===== src/rtl/bus_slave_pkg.sv =====
// Shared definitions for the serial-bus slave port.
//   state_e        : slave FSM state encoding
//   BURST_FLAG_IDX : header burst descriptor bit holding the burst flag
//   hdr_len()      : serial header length for given address/burst widths
//   DEF_*          : default widths shared with the master port
package bus_slave_pkg;

  localparam int DEF_ADDR_W     = 12;
  localparam int DEF_DATA_W     = 8;
  localparam int DEF_BURST_W    = 12;
  localparam int BURST_FLAG_IDX = 0;

  typedef enum logic [2:0] {
    IDLE, HDR, WDATA, WCOMMIT, RFETCH, RWAIT, RSEND, SPLITGAP
  } state_e;

  // Address and burst descriptor (flag + length) travel in parallel, so the
  // header lasts as long as the wider of the two.
  function automatic int hdr_len(input int aw, input int bw);
    return (aw > bw + 1) ? aw : bw + 1;
  endfunction

endpackage


===== src/rtl/bus_shift_reg.sv =====
// LSB-first shift register with parallel load and a beat bit counter.
// Ports:
//   clk, reset      : clock, async active-low reset
//   load, load_data : parallel load (also restarts the bit counter)
//   shift_en        : shift one bit in at the MSB, out of the LSB
//   shift_in        : serial input bit
//   q               : register contents (q[0] is the current serial out bit)
//   last            : the next shift completes a DATA_W-bit beat
module bus_shift_reg
  import bus_slave_pkg::*;
#(
  parameter int DATA_W = DEF_DATA_W
) (
  input  logic              clk,
  input  logic              reset,
  input  logic              load,
  input  logic [DATA_W-1:0] load_data,
  input  logic              shift_en,
  input  logic              shift_in,
  output logic [DATA_W-1:0] q,
  output logic              last
);

  localparam int CW = (DATA_W > 1) ? $clog2(DATA_W) : 1;

  logic [DATA_W-1:0] q_q, q_d;
  logic [CW-1:0]     cnt_q, cnt_d;

  assign q    = q_q;
  assign last = (cnt_q == CW'(DATA_W - 1));

  always_comb begin
    q_d   = q_q;
    cnt_d = cnt_q;
    if (load) begin
      q_d   = load_data;
      cnt_d = '0;
    end else if (shift_en) begin
      // {shift_in, q} >> 1 keeps the low DATA_W bits = {shift_in, q[W-1:1]}
      q_d   = DATA_W'({shift_in, q_q} >> 1);
      cnt_d = last ? '0 : cnt_q + 1'b1;
    end
  end

  always_ff @(posedge clk or negedge reset) begin
    if (!reset) begin
      q_q   <= '0;
      cnt_q <= '0;
    end else begin
      q_q   <= q_d;
      cnt_q <= cnt_d;
    end
  end

endmodule


===== src/rtl/bus_slave_port.sv =====
// Serial-bus slave port: deserialises a request header (address + burst
// descriptor), then moves write data into, or read data out of, the local
// memory one DATA_W-bit beat at a time through a single-cycle strobe port.
// Optional macro SPLIT_EN: read bursts pause for SPLIT_GAP idle cycles after
// every SPLIT_BEATS non-final beats (split = 1 during the pause).
// Ports:
//   clk, reset                  : clock, async active-low reset
//   read_en, write_en           : request type, latched on header bit 0
//   master_valid / slave_ready  : rx bit handshake (rx_addr, rx_burst, rx_data)
//   slave_valid / master_ready  : tx bit handshake (tx_data)
//   mem_addr, mem_wdata, mem_rd, mem_wr, mem_rdata : local memory port
//   split                       : split gap in progress
module bus_slave_port
  import bus_slave_pkg::*;
#(
  parameter int ADDR_W      = DEF_ADDR_W,
  parameter int DATA_W      = DEF_DATA_W,
  parameter int BURST_W     = DEF_BURST_W,
  parameter int SPLIT_BEATS = 8,
  parameter int SPLIT_GAP   = 4
) (
  input  logic              clk,
  input  logic              reset,
  input  logic              read_en,
  input  logic              write_en,
  input  logic              master_valid,
  input  logic              master_ready,
  output logic              slave_valid,
  output logic              slave_ready,
  input  logic              rx_addr,
  input  logic              rx_burst,
  input  logic              rx_data,
  output logic              tx_data,
  input  logic [DATA_W-1:0] mem_rdata,
  output logic [ADDR_W-1:0] mem_addr,
  output logic [DATA_W-1:0] mem_wdata,
  output logic              mem_rd,
  output logic              mem_wr,
  output logic              split
);

  localparam int HDR_LEN = hdr_len(ADDR_W, BURST_W);
  localparam int HW      = $clog2(HDR_LEN);
  localparam int SBW     = $clog2(SPLIT_BEATS + 1);
  localparam int GW      = $clog2(SPLIT_GAP + 1);

  state_e             state_q, state_d;
  logic [HW-1:0]      hdr_cnt_q, hdr_cnt_d;
  logic [ADDR_W-1:0]  addr_q, addr_d;
  logic [BURST_W:0]   burst_q, burst_d;
  logic [BURST_W-1:0] left_q, left_d;     // beats remaining after the current one
  logic               rd_q, rd_d, wr_q, wr_d;
  logic [SBW-1:0]     sb_cnt_q, sb_cnt_d; // read beats since the last split gap
  logic [GW-1:0]      gap_cnt_q, gap_cnt_d;

  logic              acc, split_go;
  logic [DATA_W-1:0] rx_q, tx_q;
  logic              rx_last, tx_last, tx_unused;

  assign acc         = master_valid & slave_ready;
  assign slave_ready = state_q inside {IDLE, HDR, WDATA};
  assign slave_valid = (state_q == RSEND);
  assign tx_data     = slave_valid & tx_q[0];
  assign mem_rd      = (state_q == RFETCH);
  assign mem_wr      = (state_q == WCOMMIT);
  assign mem_addr    = addr_q;
  assign mem_wdata   = rx_q;
  // upper tx bits only feed the shift chain inside the register
  assign tx_unused   = ^(tx_q >> 1);

`ifdef SPLIT_EN
  assign split_go = (sb_cnt_q == SBW'(SPLIT_BEATS - 1));
  assign split    = (state_q == SPLITGAP);
`else
  assign split_go = 1'b0;
  assign split    = 1'b0;
`endif

  bus_shift_reg #(.DATA_W(DATA_W)) u_rx (
    .clk       (clk),
    .reset     (reset),
    .load      (1'b0),
    .load_data ({DATA_W{1'b0}}),
    .shift_en  (acc && state_q == WDATA),
    .shift_in  (rx_data),
    .q         (rx_q),
    .last      (rx_last)
  );

  bus_shift_reg #(.DATA_W(DATA_W)) u_tx (
    .clk       (clk),
    .reset     (reset),
    .load      (state_q == RWAIT),
    .load_data (mem_rdata),
    .shift_en  (state_q == RSEND && master_ready),
    .shift_in  (1'b0),
    .q         (tx_q),
    .last      (tx_last)
  );

  always_comb begin
    state_d   = state_q;
    hdr_cnt_d = hdr_cnt_q;
    addr_d    = addr_q;
    burst_d   = burst_q;
    left_d    = left_q;
    rd_d      = rd_q;
    wr_d      = wr_q;
    sb_cnt_d  = sb_cnt_q;
    gap_cnt_d = gap_cnt_q;

    // Header bit i lands in addr[i] / burst[i]; bits past a field are dropped.
    if (acc && (state_q == IDLE || state_q == HDR)) begin
      for (int i = 0; i < ADDR_W; i++)
        if (hdr_cnt_q == HW'(i)) addr_d[i] = rx_addr;
      for (int i = 0; i <= BURST_W; i++)
        if (hdr_cnt_q == HW'(i)) burst_d[i] = rx_burst;
      hdr_cnt_d = hdr_cnt_q + 1'b1;
    end

    unique case (state_q)
      IDLE: if (acc) begin
        rd_d     = read_en;
        wr_d     = write_en;
        sb_cnt_d = '0;
        state_d  = HDR;
      end
      HDR: if (acc && hdr_cnt_q == HW'(HDR_LEN - 1)) begin
        hdr_cnt_d = '0;
        // burst_d: the last header bit may still be landing this cycle
        left_d = burst_d[BURST_FLAG_IDX] ? burst_d[BURST_W:1] : '0;
        unique case ({rd_q, wr_q})
          2'b10:   state_d = RFETCH;
          2'b01:   state_d = WDATA;
          default: state_d = IDLE;
        endcase
      end
      WDATA: if (acc && rx_last) state_d = WCOMMIT;
      WCOMMIT: begin
        if (left_q == '0) state_d = IDLE;
        else begin
          left_d  = left_q - 1'b1;
          addr_d  = addr_q + 1'b1;
          state_d = WDATA;
        end
      end
      RFETCH: state_d = RWAIT;
      RWAIT:  state_d = RSEND;
      RSEND: if (master_ready && tx_last) begin
        if (left_q == '0) state_d = IDLE;
        else begin
          left_d = left_q - 1'b1;
          addr_d = addr_q + 1'b1;
          if (split_go) begin
            sb_cnt_d  = '0;
            gap_cnt_d = '0;
            state_d   = SPLITGAP;
          end else begin
            sb_cnt_d = sb_cnt_q + 1'b1;
            state_d  = RFETCH;
          end
        end
      end
      SPLITGAP: begin
        gap_cnt_d = gap_cnt_q + 1'b1;
        if (gap_cnt_q == GW'(SPLIT_GAP - 1)) begin
          gap_cnt_d = '0;
          state_d   = RFETCH;
        end
      end
      default: state_d = IDLE;
    endcase
  end

  always_ff @(posedge clk or negedge reset) begin
    if (!reset) begin
      state_q   <= IDLE;
      hdr_cnt_q <= '0;
      addr_q    <= '0;
      burst_q   <= '0;
      left_q    <= '0;
      rd_q      <= 1'b0;
      wr_q      <= 1'b0;
      sb_cnt_q  <= '0;
      gap_cnt_q <= '0;
    end else begin
      state_q   <= state_d;
      hdr_cnt_q <= hdr_cnt_d;
      addr_q    <= addr_d;
      burst_q   <= burst_d;
      left_q    <= left_d;
      rd_q      <= rd_d;
      wr_q      <= wr_d;
      sb_cnt_q  <= sb_cnt_d;
      gap_cnt_q <= gap_cnt_d;
    end
  end

endmodule

===== config.mk =====
export PLATFORM = sky130hd
export DESIGN_NAME = bus_slave_port
export DESIGN_NICKNAME = d
export VERILOG_FILES = /design/src/rtl/bus_slave_pkg.sv /design/src/rtl/bus_shift_reg.sv /design/src/rtl/bus_slave_port.sv
export SDC_FILE = /design/constraint.sdc
export NUM_CORES = 1
export LEC_CHECK = 0
export CAP_MARGIN = 20
export CORE_UTILIZATION = 50
export DETAILED_ROUTE_END_ITERATION = 7
export PLACE_DENSITY_LB_ADDON = 0.1
export SETUP_SLACK_MARGIN = 0.4
export SLEW_MARGIN = 25
export SYNTH_ARGS = -nofsm -noshare
export SYNTH_HDL_FRONTEND = slang
export SYNTH_SLANG_ARGS = --single-unit

===== constraint.sdc =====
create_clock -name clk -period 2.4 [get_ports clk]
set_input_delay 0.36 -clock clk [delete_from_list [all_inputs] [get_ports clk]]
set_output_delay 0.36 -clock clk [all_outputs]
set_load 0.05 [all_outputs]

==> results.md, run 1 <==
- CP required: about 2600 ps
- Post-synth top area share: 45.6%
- Slowest stage delay, CP: around 370 ps
- Post-DRT Antenna Nets: 0
- Worst-skew pair later-pin latency: ~350 ps
- Bufs on Longest Clock Path: 2
- Synth area leader: dfrtp_1
- HP Class: flip-flop to flip-flop
- Min Tclk post-route: 2020 ps
- Final setup vio count: 0
- Gpl congestion: a little under 0.9
- Die H: 90.2 um
- Post-synth EDFFs: 0
- Final worst setup slack: ~380 ps
- Critical path arrival: about 2300 ps
- Inserted Diodes: 0
- Core ar.: between 0.007 and 0.008 mm^2
- WL/cell: ~17 um
- Clock root cell: clkbuf_8
- Initial Utilization: between 50% and 60%
- PwrDens: 1390 mW/mm^2
- Synth-to-Final Area Change: 32.3%
- CTS buffer count: 9
- Clk slew on worst S/H paths: around 70 ps
- Final hold vios: 0
- Initial antenna violation count: 0
- CTS tree: done
- Total GRT Usage: between 20% and 30%
- Synth Register Bits: 71
- Setup CP Type: flip-flop to flip-flop
- Multi-input gate area: between 0.002 and 0.0025 mm^2
- Syn. warnings: 0
- Total iterations of the first detailed-routing run: 5
- Vias in the first global route: approximately 3300
- Pre-CTS setup slack: roughly 62 ps
- Setup TNS: 0 ps
- Synth cell types: just under 60
- Vias: approximately 3500
- Port Buffer Count: 41
- Remaining global-route overflow: 0
- CP Launch Type: flip-flop
- CP Cell Sequence: inv_1 -> ha_4 -> nor4b_4 -> buf_4 -> and3_4 -> nor4bb_4 -> buf_4 -> and2_1 -> a221oi_1
- WP buf/inv: 3
- Cell Rows: 31
- Pleak: between 2 and 2.5 nW
- Final period util: between 80% and 90%
- Critical Path Fanout Max: 4
- Vias per cell: approximately 6.0
- Slew @ Worst Pin: 548 ps
- Worst path slowest cell: dfrtp_1
- Most frequent cells in the layout: dfrtp_1, buf_4, nand2_1
- Syn Nets: roughly 420
- Seq/Total Area, Yosys: approximately 46%
- Hpwl dp: about 6800 um
- Status: finished clean
- Total Die Area: 0.00814 mm^2
- Top FF cell, synth: dfrtp_1
- Most common cell after layout, fill and taps aside: dfrtp_1
- Most used cell, CP: buf_4
- Clk_skew: 11.6 ps
- MaxCap Viol Count: 0
- Layout fillers: ~570
- DRC Markers: 0
- Top cells by area, synth: dfrtp_1, mux2_2, nand2_1
- Syn Area/Cell: 9.88 um^2
- Pin count of the biggest net entering global routing: 39
- Register area: about 0.0018 mm^2
- First-pass GRT wire length: ~16000 um
- Worst relative slew slack: between 60% and 70%
- Layout cell share with drive strength beyond 1: 28.9%
- DIE WIDTH: roughly 90 um
- Post-Syn Area: 0.00389 mm^2
- Final WL: approximately 10000 um
- Fin nets: slightly above 500
- Fmax: about 500 MHz
- Pins over their slew limit: 0
- VDD IR-drop max: 0.729 mV
- CP Capture Type: flip-flop
- First DRT Iteration DRCs: ~220
- Async SR Flop Fraction: 100%
- Top Ports: between 40 and 50
- Clk sinks: just over 70
- CP top delay family: simple AND/OR/NAND/NOR gates
- RSZ-0062 raised after global routing: true
- Post-Syn Instances: 394
- CTS H-tree depth: 3
[tightest hold or removal path, delay by kind of cell, from the launching register on]
kind	cells	cell delay [ps]
flip-flops	1	350
AND/OR/NAND/NOR	2	100
[repair_timing]
| item | in CTS | in global routing |
|---|---|---|
| buffers inserted | 8 | 10 |
| hold buffers | 1 | 0 |
| resized for setup | 12 | 33 |
| pin swaps | 2 | 10 |
| hold endpoints to repair | 14 | 0 |
| endpoints found under the setup margin | 22 | 26 |
| cloned | 1 | 0 |
[logic make-up (layout without fill, tap and decap cells)]
logic type                 Yosys count  count (layout)  share of synthesized area (%)
other                                1               1                         0.0963
muxes                               29              30                           8.35
buffers and inverters               28             114                           2.99
DFF                                 71              71                           45.6
AOI/OAI and AO/OA                   88              88                           16.1
and+or+nand+nor                    162             162                           22.4
adders and majority gates           11              11                           3.53
xor gates and xnor gates             4               4                          0.900
[cells in the mapped netlist (6+ instances only)]
| cell | n |
|---|---|
| a31oi_1 | 6 |
| and2_1 | 10 |
| o21ai_0 | 16 |
| nor3_1 | 12 |
| nor2b_1 | 10 |
| nand2_1 | 39 |
| nand3_1 | 20 |
| ha_1 | 11 |
| and3_1 | 9 |
| buf_2 | 6 |
| nor2_1 | 27 |
| mux2_2 | 28 |
| inv_1 | 7 |
| dfrtp_1 | 71 |
| a22o_1 | 7 |
| a21oi_1 | 12 |
| clkbuf_1 | 14 |
[flip-flops by register name, summed over array words and instances (netlist names)]
name / count
burst_q: 13
gap_cnt_q: 3
hdr_cnt_q: 4
left_q: 12
mem_addr: 12
rd_q: 1
state_q: 3
u_rx.cnt_q: 3
u_rx.q: 8
u_tx.cnt_q: 3
u_tx.q: 8
wr_q: 1
[worst paths after layout]
check                          endpoint  cells past startpoint  slack [ps]       from
max                        mem_addr[10]                      9         380  left_q[1]
min                           u_tx.q[5]                      2         480  u_tx.q[5]
max reg2reg                mem_addr[10]                      9         380  left_q[1]
min reg2reg                   u_tx.q[5]                      2         480  u_tx.q[5]
max in group asynchronous    state_q[2]                      3        1270      reset
min in group asynchronous     u_tx.q[4]                      2         510      reset
[layout make-up]
class                   count  share of cell area, %
multi-input cells         296                   42.4
flip-flops and latches     71                   34.6
repair buffers             93                   16.4
clock buffers              13                   3.08
well taps                  99                   2.40
clock inverters             1                  0.583
inverters                   7                  0.510
[power by group]
group / switching (mW) / total, mW / internal, mW
combinational: 2.21 / 3.99 / 1.78
clock: 0.430 / 0.957 / 0.527
sequential: 0.494 / 2.22 / 1.73
total: 3.13 / 7.17 / 4.04
[layer usage]
layer	wire (um)	share of wire (%)	global-route usage [%]	vias up
li1	-	-	-	1632
met1	4540	46	33.3	1718
met2	4750	48	38.8	96
met3	498	5.0	5.50	16
met4	141	1.4	9.95	0
met5	0	0	0	-
[metrics by stage]
stage | hold slack (ps) | instance area, um^2 | cells | util (%) | total power, mW
2_1_floorplan | 64.4 | 3910 | 394 | - | 4.53
5_1_grt | 510 | 5150 | 580 | 69.5 | 7.59
4_1_cts | 483 | 4930 | 570 | 66.6 | 6.86
3_5_place_dp | 356 | 4630 | 546 | 62.5 | 5.73
3_3_place_gp | 350 | 4630 | 546 | 62.5 | 5.65
6_report | 484 | 5150 | 580 | 69.5 | 7.17
(Power assumes the default switching activity.)
==> run 2: changes to the inputs <==
Clock period 2.4 ns to 1.9 ns, I/O delays scaled along.
==> run 2 against run 1 <==
Against the previous run: the flow now finishes with violations (negative setup slack); largest cell class unchanged; power is 70% higher; routed wire length is 51% higher; die area stayed put; cell count is 12% higher; clock power is 34% higher; utilization is 19 points higher; fmax is 0.43% lower; design area is 27% higher; non-clock buffer count is 69 higher; critical endpoint is now left_q[2].
==> results.md, run 2 (synthesis results as in run 1) <==
- Setup TNS: -1010 ps
- Layout fillers: between 300 and 400
- Failing checks: negative setup slack
- Met1 Resource Use GR: between 30 and 40%
- Final hold vios: 0
- Fmax: between 400 and 500 MHz
- Remaining global-route overflow: 0
- Cell Rows: 31
- Layout cell share with drive strength beyond 1: between 50 and 60%
- Final WL: between 10000 and 15000 um
- Vias per cell: between 6 and 7
- Pleak: about 2.9 nW
- Pins over their slew limit: 0
- Min Tclk post-route: between 2000 and 2500 ps
- Fin nets: between 500 and 600
- Pre-CTS setup slack: -384 ps
- Clk slew on worst S/H paths: 90 ps
- Top Usage Layer GRT: met2
- CP Launch Type: flip-flop
- Inserted Diodes: 0
- Pin count of the biggest net entering global routing: slightly above 70
- DIE WIDTH: 90.2 um
- Met2 global-route usage: roughly 52%
- MaxCap Viol Count: 0
- Die H: between 90 and 100 um
- Synth-to-Final Area Change: 67.7%
- CTS buffer count: 9
- Cell Area, Placed: 0.00510 mm^2
- Status: complete, but fails checks
- Vias in the first global route: around 4000
- Total Die Area: 0.00814 mm^2
- Final setup vio count: 21
- PwrDens: approximately 1900 mW/mm^2
- DRC Markers: 0
- Setup CP Type: flip-flop to flip-flop
- First DRT Iteration DRCs: 408
- Port Buffer Count: slightly above 40
- Bufs on Longest Clock Path: 2
- Clk_skew: roughly 16 ps
- Vias: ~4300
- Clock root cell: clkbuf_8
- Critical Path Fanout Max: 8
- HP Class: primary input to async pin
- Final period util: 107%
- RSZ-0062 raised after global routing: true
- CTS H-tree depth: 3
- CP Capture Type: flip-flop
- Top Ports: between 40 and 50
- WL/cell: between 20 and 25 um
- CTS tree: done
- CP required: approximately 2100 ps
- Worst-skew pair later-pin latency: 360 ps
- Gpl congestion: ~0.97
- VDD IR-drop max: around 1.3 mV
- Clk sinks: 71
- Core ar.: around 0.0074 mm^2
- Final Cell Area: ~0.0065 mm^2
- Total iterations of the first detailed-routing run: 5
- Most common cell after layout, fill and taps aside: buf_4
- Slew @ Worst Pin: between 500 and 600 ps
- First-pass GRT wire length: 19400 um
- Total GRT Usage: between 30% and 40%
- Worst relative slew slack: around 63%
- Met3 GRT Util: ~4.7%
- Final worst setup slack: -130 ps
- Hpwl dp: 7190 um
- Largest register FFs: 13
- Critical path arrival: about 2300 ps
- Most frequent cells in the layout: buf_4, dfrtp_1, buf_6
- Initial antenna violation count: 0
- Post-DRT Antenna Nets: 0
- Initial Utilization: ~53%
- Largest register by flop count: burst_q
[run 2: worst paths after layout]
path,startpoint,endpoint,slack [ps],cells after the start
worst min-delay path,reset,u_tx.q[2],480,3
max in group asynchronous,reset,state_q[2],1100,3
worst max register to register,left_q[9],left_q[2],-130,5
worst min register to register,u_tx.q[5],u_tx.q[5],500,2
min in group clk,mem_rdata[4],u_tx.q[4],490,3
worst max-delay path,left_q[9],left_q[2],-130,5
[run 2: timing repair]
action | CTS | global route
gates resized for setup | 151 | 97
hold buffers | 1 | 0
cloned | 2 | 0
setup buffers | 33 | 21
setup endpoints to repair | 85 | 70
endpoints found under the hold margin | 71 | 0
pin swaps | 28 | 36
[run 2: layout make-up]
| class | instances | area (um^2) | area share, % |
|---|---|---|---|
| clock buffer | 10 | 138 | 2.11 |
| sequential | 71 | 1790 | 27.3 |
| timing repair buffer | 162 | 1600 | 24.4 |
| tap | 99 | 124 | 1.90 |
| inverter | 7 | 28.8 | 0.441 |
| multi-input combinational | 296 | 2790 | 42.8 |
| clock inverter | 6 | 67.6 | 1.03 |
[run 2: routing by layer]
metal / vias to the layer above / wire length (um)
li1: 1772 / -
met1: 2135 / 5720
met2: 263 / 7340
met3: 86 / 1160
met4: 0 / 729
met5: - / 0
[run 2: critical path: stages (launching register included)]
cell     delay (ps)
dfrtp_1         440
nor3_1          510
nand3_4         250
a21o_4          320
buf_6           140
a22o_1          260
[run 2: power by group]
part	switching (mW)	internal, mW	total (mW)
clock network	0.631	0.646	1.28
registers	0.787	2.19	2.97
logic	4.07	3.84	7.91
[run 2: metrics by stage]
stage                     cells  util, %  hold slack (ps)  power (mW)
after global routing        651     88.2              518        12.6
final                       651     88.2              478        12.2
after global placement      578     68.8              339        7.89
after floorplan             394        -            -10.6        6.10
after CTS                   630     80.5              464        10.5
after detailed placement    578     68.8              345        8.05
==> run 3: changes to the inputs <==
Settings changed: CTS_BUF_LIST set to sky130_fd_sc_hd__clkbuf_16.
Clock period 1.9 ns to 1.71 ns, I/O delays scaled along.
==> run 3 against run 2 <==
Against the previous run: the flow still finishes with violations (negative setup slack); cell count increased by 3.5%; critical endpoint is now left_q[6]; highest routed layer is now met5; clock skew decreased by 2.4 ps; sequential share of layout area decreased by 1.2 points; register-to-register slack got worse by 290 ps; sequential cell count unchanged; routed wire length increased by 18%; clock power increased by 60%.
==> results.md, run 3 (synthesis results as in run 1) <==
- Final period util: 124%
- Layout fillers: ~230
- Bufs on Longest Clock Path: 2
- RSZ-0062 raised after global routing: true
- Pin count of the biggest net entering global routing: 72
- MaxCap Viol Count: 0
- Vias in the first global route: approximately 4300
- Remaining global-route overflow: 0
- Fin util: a little over 90%
- Setup CP Type: flip-flop to flip-flop
- Core ar.: approximately 0.0074 mm^2
- Initial Utilization: a little over half
- Total GRT Usage: between 30 and 40%
- Slew @ Worst Pin: 502 ps
- Final worst setup slack: -417 ps
- Hpwl dp: around 7600 um
- Clk sinks: just over 70
- Critical path arrival: between 2000 and 2500 ps
- CP Launch Type: flip-flop
- CTS H-tree depth: 3
- Largest register FFs: 13
- Min Tclk post-route: 2130 ps
- Layout cell share with drive strength beyond 1: 60.0%
- HP Class: primary input to async pin
- CP Cell Sequence: buf_6 -> nor2b_1 -> and4b_2 -> a21o_4 -> buf_6 -> o21ai_2 -> a22o_1
- Clock root cell: clkbuf_16
- WP buf/inv: 2
- Top Ports: 43
- Cell Rows: 31
- Clk_skew: between 10 and 15 ps
- Pre-CTS setup slack: -480 ps
- Die H: around 90 um
- Critical Path Fanout Max: 6
- CTS buffer count: 9
- DRC Markers: 0
- First DRT Iteration DRCs: roughly 460
- CP required: around 1900 ps
- Total iterations of the first detailed-routing run: 5
- DR WL met3: around 1700 um
- Setup TNS: -14000 ps
- CP top delay family: simple AND/OR/NAND/NOR gates
- DIE WIDTH: 90.2 um
- Post-DRT Antenna Nets: 0
- Gpl congestion: 0.916
- Cell Area, Placed: between 0.005 and 0.006 mm^2
- Slowest stage delay, CP: between 400 and 500 ps
- Final Cell Area: 0.00686 mm^2
- Pins over their slew limit: 0
- Status: complete, but fails checks
- Worst relative slew slack: 66.5%
- Fin nets: approximately 600
- Port Buffer Count: 41
- WL/cell: between 20 and 30 um
- Vias per cell: 6.69
- Synth-to-Final Area Change: 76.1%
- CP Capture Type: flip-flop
- Final hold vios: 0
- Initial antenna violation count: 1
- Post-route total power: 14.8 mW
- Top sig layer: met5
- Final WL: 17600 um
- VDD IR-drop max: 1.66 mV
- Largest register by flop count: burst_q
- Most common cell after layout, fill and taps aside: buf_4
- Fmax: 470 MHz
- First-pass GRT wire length: about 22000 um
- Pleak: between 3 and 4 nW
- Failing checks: negative setup slack
- M1 wire length: around 6400 um
- Final setup vio count: 64
- Total Die Area: 0.00814 mm^2
- CTS tree: done
- Inserted Diodes: 0
- Worst path slowest cell: dfrtp_2
- Most used cell, CP: buf_6
- WL met2: roughly 8500 um
- Vias: 4512
- PwrDens: ~2200 mW/mm^2
- Worst-skew pair later-pin latency: 350 ps
- Most frequent cells in the layout: buf_4, dfrtp_1, buf_6
- Clk slew on worst S/H paths: ~60 ps
[run 3: cell types whose count changed in the layout (fill, tap and decap cells not counted), sizes merged]
cell | previous run | this run
buf | 129 | 168
bufinv | 1 | 2
clkdlybuf4s15 | 17 | 0
clkinv | 2 | 3
clkinvlp | 2 | 1
[run 3: report_power, final]
part           switching, mW  internal, mW  leakage (nW)
registers              0.905          2.45         0.885
clock network          0.783          1.27         0.154
logic                   4.91          4.50          2.04
[run 3: what timing repair did]
item                                   4_1_cts  5_1_grt
gates cloned                                 3        0
endpoints found under the hold margin       71        0
gates resized for setup                    114       77
buffers inserted                            22       23
pin swaps                                   29       35
hold buffers                                 1        0
setup endpoints to repair                   73       78
[run 3: per-stage QoR]
step / hold slack [ps] / std cells
global placement: 315 / 609
detailed placement: 314 / 609
floorplan: -39.1 / 394
CTS: 481 / 651
finish: 465 / 674
global route: 501 / 674
[run 3: path summary, 6_finish.rpt]
check / startpoint / to / slack, ps / depth (start not counted)
min in group clk: gap_cnt_q[1] / gap_cnt_q[1] / 490 / 2
setup reg to reg: state_q[1] / left_q[6] / -420 / 7
setup / recovery: state_q[1] / left_q[6] / -420 / 7
hold / removal: reset / u_tx.q[4] / 460 / 3
hold reg to reg: gap_cnt_q[1] / gap_cnt_q[1] / 490 / 2
max in group asynchronous: reset / left_q[6] / 910 / 3
[run 3: final cells by class]
class | instances | area (um^2) | share of cell area [%]
multi-input cells | 296 | 2840 | 41.5
flip-flops and latches | 71 | 1790 | 26.1
repair buffers | 185 | 1760 | 25.6
clock buffers | 9 | 225 | 3.28
well taps | 99 | 124 | 1.81
clock inverters | 7 | 88.8 | 1.30
inverters | 7 | 26.3 | 0.383
[run 3: worst min-delay path: stages]
cell,delay [ps]
dlygate4sd3_1,520
buf_2,120
buf_12,330
[run 3: per-layer routing]
metal / global-route usage (%) / up-vias
met3: 7.19 / 113
met5: 0 / -
met4: 19.9 / 2
met2: 57.5 / 373
met1: 41.0 / 2212
li1: - / 1812
